**src/rtl/cmp_operand_loader.sv**
```systemverilog
// cmp_operand_loader
// Front end for a combinational W-bit magnitude comparator. It collects both
// operands as 2-bit digits, MSB first, from a valid/ready stream and holds the
// assembled words on the comparator inputs. It then samples the comparator's
// g/e outputs once and offers them as a registered valid/ready result.
//
// Parameters
//   W          operand width in bits (even, >= 4); N = W/2 digits per operand
// Ports
//   clk, rst   rising-edge clock, synchronous active-high reset
//   flush      synchronous abort of the current transaction (res_cnt kept)
//   in_valid / in_ready / a_dig / b_dig   digit-pair input stream
//   cmp_a / cmp_b                         assembled operands to the comparator
//   cmp_g / cmp_e                         comparator results
//   res_valid / res_ready / res_g / res_e result stream
//   res_cnt    results delivered since reset, wraps at 256
module cmp_operand_loader #(
    parameter int unsigned W = 10
) (
    input  logic         clk,
    input  logic         rst,
    input  logic         flush,
    input  logic         in_valid,
    output logic         in_ready,
    input  logic [1:0]   a_dig,
    input  logic [1:0]   b_dig,
    output logic [W-1:0] cmp_a,
    output logic [W-1:0] cmp_b,
    input  logic         cmp_g,
    input  logic         cmp_e,
    output logic         res_valid,
    input  logic         res_ready,
    output logic         res_g,
    output logic         res_e,
    output logic [7:0]   res_cnt
);

    localparam int unsigned N  = W / 2;
    localparam int unsigned CW = $clog2(N);

    typedef enum logic [1:0] {
        LOAD   = 2'd0,
        SAMPLE = 2'd1,
        HOLD   = 2'd2
    } state_t;

    state_t         state, state_d;
    logic [W-1:0]   a_sh, a_sh_d;
    logic [W-1:0]   b_sh, b_sh_d;
    logic [CW-1:0]  dcnt, dcnt_d;
    logic           res_g_d, res_e_d, res_valid_d;
    logic [7:0]     res_cnt_d;

    // Accept digits only while loading; depends on state alone.
    assign in_ready = (state == LOAD);

    // Comparator inputs come straight from the shift registers.
    assign cmp_a = a_sh;
    assign cmp_b = b_sh;

    // State and datapath registers.
    always_ff @(posedge clk) begin
        if (rst) begin
            state     <= LOAD;
            a_sh      <= '0;
            b_sh      <= '0;
            dcnt      <= '0;
            res_g     <= 1'b0;
            res_e     <= 1'b0;
            res_valid <= 1'b0;
            res_cnt   <= 8'd0;
        end else begin
            state     <= state_d;
            a_sh      <= a_sh_d;
            b_sh      <= b_sh_d;
            dcnt      <= dcnt_d;
            res_g     <= res_g_d;
            res_e     <= res_e_d;
            res_valid <= res_valid_d;
            res_cnt   <= res_cnt_d;
        end
    end

    // Next-state and datapath update.
    always_comb begin
        state_d     = state;
        a_sh_d      = a_sh;
        b_sh_d      = b_sh;
        dcnt_d      = dcnt;
        res_g_d     = res_g;
        res_e_d     = res_e;
        res_valid_d = res_valid;
        res_cnt_d   = res_cnt;

        if (flush) begin
            // Abort: drop any digit this cycle and discard a held result uncounted.
            state_d     = LOAD;
            a_sh_d      = '0;
            b_sh_d      = '0;
            dcnt_d      = '0;
            res_valid_d = 1'b0;
        end else begin
            case (state)
                LOAD: begin
                    if (in_valid) begin
                        a_sh_d = {a_sh[W-3:0], a_dig};
                        b_sh_d = {b_sh[W-3:0], b_dig};
                        if (dcnt == CW'(N - 1)) begin
                            dcnt_d  = '0;
                            state_d = SAMPLE;
                        end else begin
                            dcnt_d = dcnt + CW'(1);
                        end
                    end
                end
                SAMPLE: begin
                    // Operands have been stable for a full cycle; capture once.
                    res_g_d     = cmp_g;
                    res_e_d     = cmp_e;
                    res_valid_d = 1'b1;
                    state_d     = HOLD;
                end
                HOLD: begin
                    if (res_ready) begin
                        res_valid_d = 1'b0;
                        res_cnt_d   = res_cnt + 8'd1;
                        state_d     = LOAD;
                    end
                end
                default: begin
                    state_d = LOAD;
                end
            endcase
        end
    end

endmodule

```
**config.mk**
```make
export PLATFORM = sky130hd
export DESIGN_NAME = cmp_operand_loader
export DESIGN_NICKNAME = d
export VERILOG_FILES = /design/src/rtl/cmp_operand_loader.sv
export SDC_FILE = /design/constraint.sdc
export NUM_CORES = 1
export LEC_CHECK = 0
export CORE_MARGIN = 2
export CORE_UTILIZATION = 49
export CTS_CLUSTER_DIAMETER = 150
export DETAILED_ROUTE_END_ITERATION = 12
export PLACE_DENSITY = 0.89
export SYNTH_ARGS = -nofsm -noshare
export SYNTH_HDL_FRONTEND = slang
export SYNTH_SLANG_ARGS = --single-unit
export TNS_END_PERCENT = 100
```
**constraint.sdc**
```tcl
create_clock -name clk -period 2.33 [get_ports clk]
set_clock_uncertainty 0.1 [all_clocks]
set_input_delay 0.233 -clock clk [delete_from_list [all_inputs] [get_ports clk]]
set_output_delay 0.233 -clock clk [all_outputs]
set_load 0.05 [all_outputs]
```
==> implementation parameters, run 1 <==
Parameter                              Value

Floorplan
  Effective utilization at floorplan    0.5173
  Die Span Y    58.19 um
  Floorplan die area    3386 um2
  IO Count    43
  Number of core rows    19
  Die extent in x    58.19 um
  Core region area    2781 um2

Yosys
  Distinct cells, synth    27
  Count of warnings emitted by yosys    0
  Area leader, netlist    sky130_fd_sc_hd__dfxtp_1
  Top cell type's share of synthesized area    0.5009
  Top cells by instance count after synthesis    sky130_fd_sc_hd__nand2_1, sky130_fd_sc_hd__dfxtp_1, sky130_fd_sc_hd__a21oi_1
  Net count of the mapped netlist    185
  Mean instance size in the synthesized netlist    8.415 um2
  Flip-flop cell with the highest count after synthesis    sky130_fd_sc_hd__dfxtp_1
  Number of flops mapped to enable cells by yosys    0
  Most instantiated library cell after synthesis    sky130_fd_sc_hd__nand2_1
  Sequential area share after synthesis    0.5009
  Share of async-settable or async-resettable flops after synthesis    0
  Instance count of the mapped netlist    171
  Syn Std Cell Area    roughly 1400 um2
  Top cells by area in the synthesized netlist    sky130_fd_sc_hd__dfxtp_1, sky130_fd_sc_hd__nand2_1, sky130_fd_sc_hd__a21oi_1, sky130_fd_sc_hd__ha_1, sky130_fd_sc_hd__o31ai_1
  Register bit total from synthesis    36

Critical path
  Highest net fanout along the worst path    9
  Element type at the critical path end    primary output
  Critical setup path kind    reg -> out
  Critical path startpoint category    flop
  Terminus of the critical flop-to-flop path    res_cnt[3]
  Worst reg-to-reg setup slack    between 0.5 and 0.6 ns
  Data required time of the critical path    ~2 ns
  CP arrival    1.66 ns
  Beginning of the worst register-to-register path    state[1]
  Count of cells along the worst register-to-register path    3

Pwr
  Leakage power total    approximately 0.62 nW
  Peak ir drop on the vdd network    0.0006319 V
  Power per standard cell area    between 500 and 600 nW/um2

Run
  Number of maximum-capacitance constraint violations    0

Global routing
  Aggregate global routing overflow    0
  Total routing resource utilization after global routing    0.1954
  Via count of the first global-routing pass    1129
  Met1 usage in global routing    0.2374
  Antenna violations before repair    0
  Met3 capacity usage during global routing    0.06696
  First-pass GRT wire length    4892 um
  Pin count of the biggest net entering global routing    27
  Most Used Layer, Global Route    met2
  Met2 track demand over resource in global routing    0.3052

Timing
  Post-Route Setup TNS    0 ns
  Final Max Slew Viols    0
  Worst slew margin relative to its limit    0.6425
  Endpoints failing setup    0
  Actual transition at the worst max-transition pin    0.5346 ns
  Final critical delay including setup and external delays    1.990 ns
  Ratio of final minimum period to clock period    0.8539
  Setup repair after global routing missed its margin    no
  Max frequency    502.6 MHz
  Final-report hold violation count    0

Outcome
  Status    finished, final reports clean

Final layout
  Layout overhead on the synthesized area    32.87%
  Share of layout cells above drive strength 1    0.06161
  Fin nets    between 200 and 250
  Final cell count without fillers    242
  Count of inserted antenna diode cells    0
  Fill cell total of the finished layout    between 200 and 250

Detailed routing
  Violation count after the first detailed-routing iteration    26
  First-pass DRT Iterations    4
  Vias    1250
  Wirelength per Cell    ~12 um
  DRC violation count after routing    0
  Count of antenna-violating nets left after detailed routing    0
  Vias per Instance    5.165
  Wirelength, routed    between 2000 and 3000 um

Min path
  Hold Crit Depth    3
  Hold Path Class    in -> reg
  Hold-critical path endpoint    cmp_a[0]
  Hold path startpoint    a_dig[0]

CTS
  Clock tree root buffer cell    sky130_fd_sc_hd__clkbuf_4
  Clock-pin slew reported for the worst setup and hold paths after clock tree synthesis    0.10 ns
  Number of hold buffers added after cts    0
  CTS resizes    0
  Clock latency of the later-clocked register in the worst-skew pair    0.32 ns
  Number of setup buffers added after CTS    0
  # H-tree levels    2
  Longest Clk Path Bufs    2
  Number of sinks driven by the clock tree    36
  CTS tree    yes
  Num CTS Buffers    5

Place
  Detailed Place HPWL    2173 um
  Placed Cells    234
  Count of buffers inserted at the top-level ports    42
  Placer's final routability congestion estimate    0.7403
## final cells by class
class | count | area (um2) | share of cell area
Sequential cell | 36 | 720.7 | 0.3770
Timing Repair Buffer | 43 | 427.9 | 0.2238
Inverter | 5 | 18.77 | 0.009817
Multi-Input combinational cell | 119 | 646.9 | 0.3384
Clock buffer | 8 | 58.81 | 0.03076
Tap cell | 31 | 38.79 | 0.02029
## kinds of logic (layout without fill, tap and decap cells)
kind of cell             after synthesis  in the layout  synth area share
AND/OR/NAND/NOR                       74             74            0.2522
AO/OA/AOI/OAI                         38             38            0.1409
flip-flops                            36             36            0.5009
buffers and inverters                 16             56           0.05305
adder cells (fa/ha/maj)                3              3           0.02609
multiplexers                           3              3           0.02087
XOR/XNOR                               1              1          0.006088
## metal layers
metal  vias up  part of all wire  wire [um]
met4         0             0.024         72
met5         -                 0          0
met2        25              0.49       1470
li1        656                 -          -
met1       563              0.45       1324
met3         6             0.035        103
## flip-flops by register name, summed over array words and instances (netlist names)
name	cells
cmp_a	10
cmp_b	10
dcnt	3
res_cnt	8
res_e	1
res_g	1
res_valid	1
state	2
## stage by stage
step | hold slack (ns) | util | area, um2 | worst slack [ns] | power, mW
3_3_place_gp | 0.3401 | 0.6662 | 1853 | 0.3560 | 0.7018
4_1_cts | 0.3467 | 0.6874 | 1912 | 0.3173 | 1.029
6_report | 0.3540 | 0.6874 | 1912 | 0.3404 | 1.020
3_5_place_dp | 0.3480 | 0.6662 | 1853 | 0.3135 | 0.7036
5_1_grt | 0.3455 | 0.6874 | 1912 | 0.2322 | 1.069
2_1_floorplan | 0.2690 | - | 1439 | 0.5886 | 0.6754
## worst max-delay path, stage by stage, from the launching register on
cell,delay (ns)
sky130_fd_sc_hd__dfxtp_1,0.41
sky130_fd_sc_hd__nor2_1,0.12
sky130_fd_sc_hd__clkdlybuf4s50_1,0.80
## report_power, final
group	switching [mW]	total (mW)	internal (mW)
combinational	0.0401	0.0675	0.0274
clock	0.182	0.331	0.149
sequential	0.00291	0.622	0.619
## cells in the final DEF, fill, tap and decap left out
cell                              netlist  routed
sky130_fd_sc_hd__nor2b_1                1       1
sky130_fd_sc_hd__mux2i_1                3       3
sky130_fd_sc_hd__dfxtp_1               36      36
sky130_fd_sc_hd__o21ai_0                2       2
sky130_fd_sc_hd__nand3_1                3       3
sky130_fd_sc_hd__clkbuf_4               0       5
sky130_fd_sc_hd__nand2_1               47      47
sky130_fd_sc_hd__or2_2                  1       1
sky130_fd_sc_hd__o31ai_1                5       5
sky130_fd_sc_hd__nor2_1                 7       7
sky130_fd_sc_hd__or3b_2                 1       1
sky130_fd_sc_hd__clkbuf_1               5       2
sky130_fd_sc_hd__nor3b_2                0       1
sky130_fd_sc_hd__or4_2                  1       1
sky130_fd_sc_hd__clkbuf_8               0       1
sky130_fd_sc_hd__or3_1                  1       1
sky130_fd_sc_hd__nand4_1                1       1
sky130_fd_sc_hd__nand4bb_4              1       1
sky130_fd_sc_hd__nor3_2                 1       1
sky130_fd_sc_hd__buf_4                  1       1
sky130_fd_sc_hd__nor3_1                 1       1
sky130_fd_sc_hd__ha_1                   3       3
sky130_fd_sc_hd__or4_1                  4       4
sky130_fd_sc_hd__nor3b_1                3       2
sky130_fd_sc_hd__inv_1                  5       5
sky130_fd_sc_hd__xor2_1                 1       1
sky130_fd_sc_hd__a21oi_1               31      31
sky130_fd_sc_hd__nand3b_1               1       1
sky130_fd_sc_hd__clkdlybuf4s50_1        0      42
## how the worst max path moves through the flow
| stage | start | endpoint | slack, ns | depth (start not counted) |
|---|---|---|---|---|
| after floorplan | res_cnt[2] | res_cnt[3] | 0.59 | 3 |
| after global placement | flush | res_cnt[3] | 0.36 | 4 |
| after detailed placement | flush | res_cnt[3] | 0.31 | 4 |
| after CTS | state[1] | in_ready | 0.32 | 2 |
| after global routing | state[1] | in_ready | 0.23 | 2 |
| final | state[1] | in_ready | 0.34 | 2 |
Note: power is estimated with default switching activity, not from simulation.
==> inputs of run 2 (changes only) <==
--- a/config.mk
+++ b/config.mk
@@ -5,11 +5,13 @@
 export SDC_FILE = /design/constraint.sdc
 export NUM_CORES = 1
 export LEC_CHECK = 0
+export CAP_MARGIN = 20
 export CORE_MARGIN = 2
 export CORE_UTILIZATION = 49
 export CTS_CLUSTER_DIAMETER = 150
 export DETAILED_ROUTE_END_ITERATION = 12
 export PLACE_DENSITY = 0.89
+export SLEW_MARGIN = 30
 export SYNTH_ARGS = -nofsm -noshare
 export SYNTH_HDL_FRONTEND = slang
 export SYNTH_SLANG_ARGS = --single-unit
==> results of run 2 <==
Same layout as run 1: the final DEF is identical, and so are final timing and power.
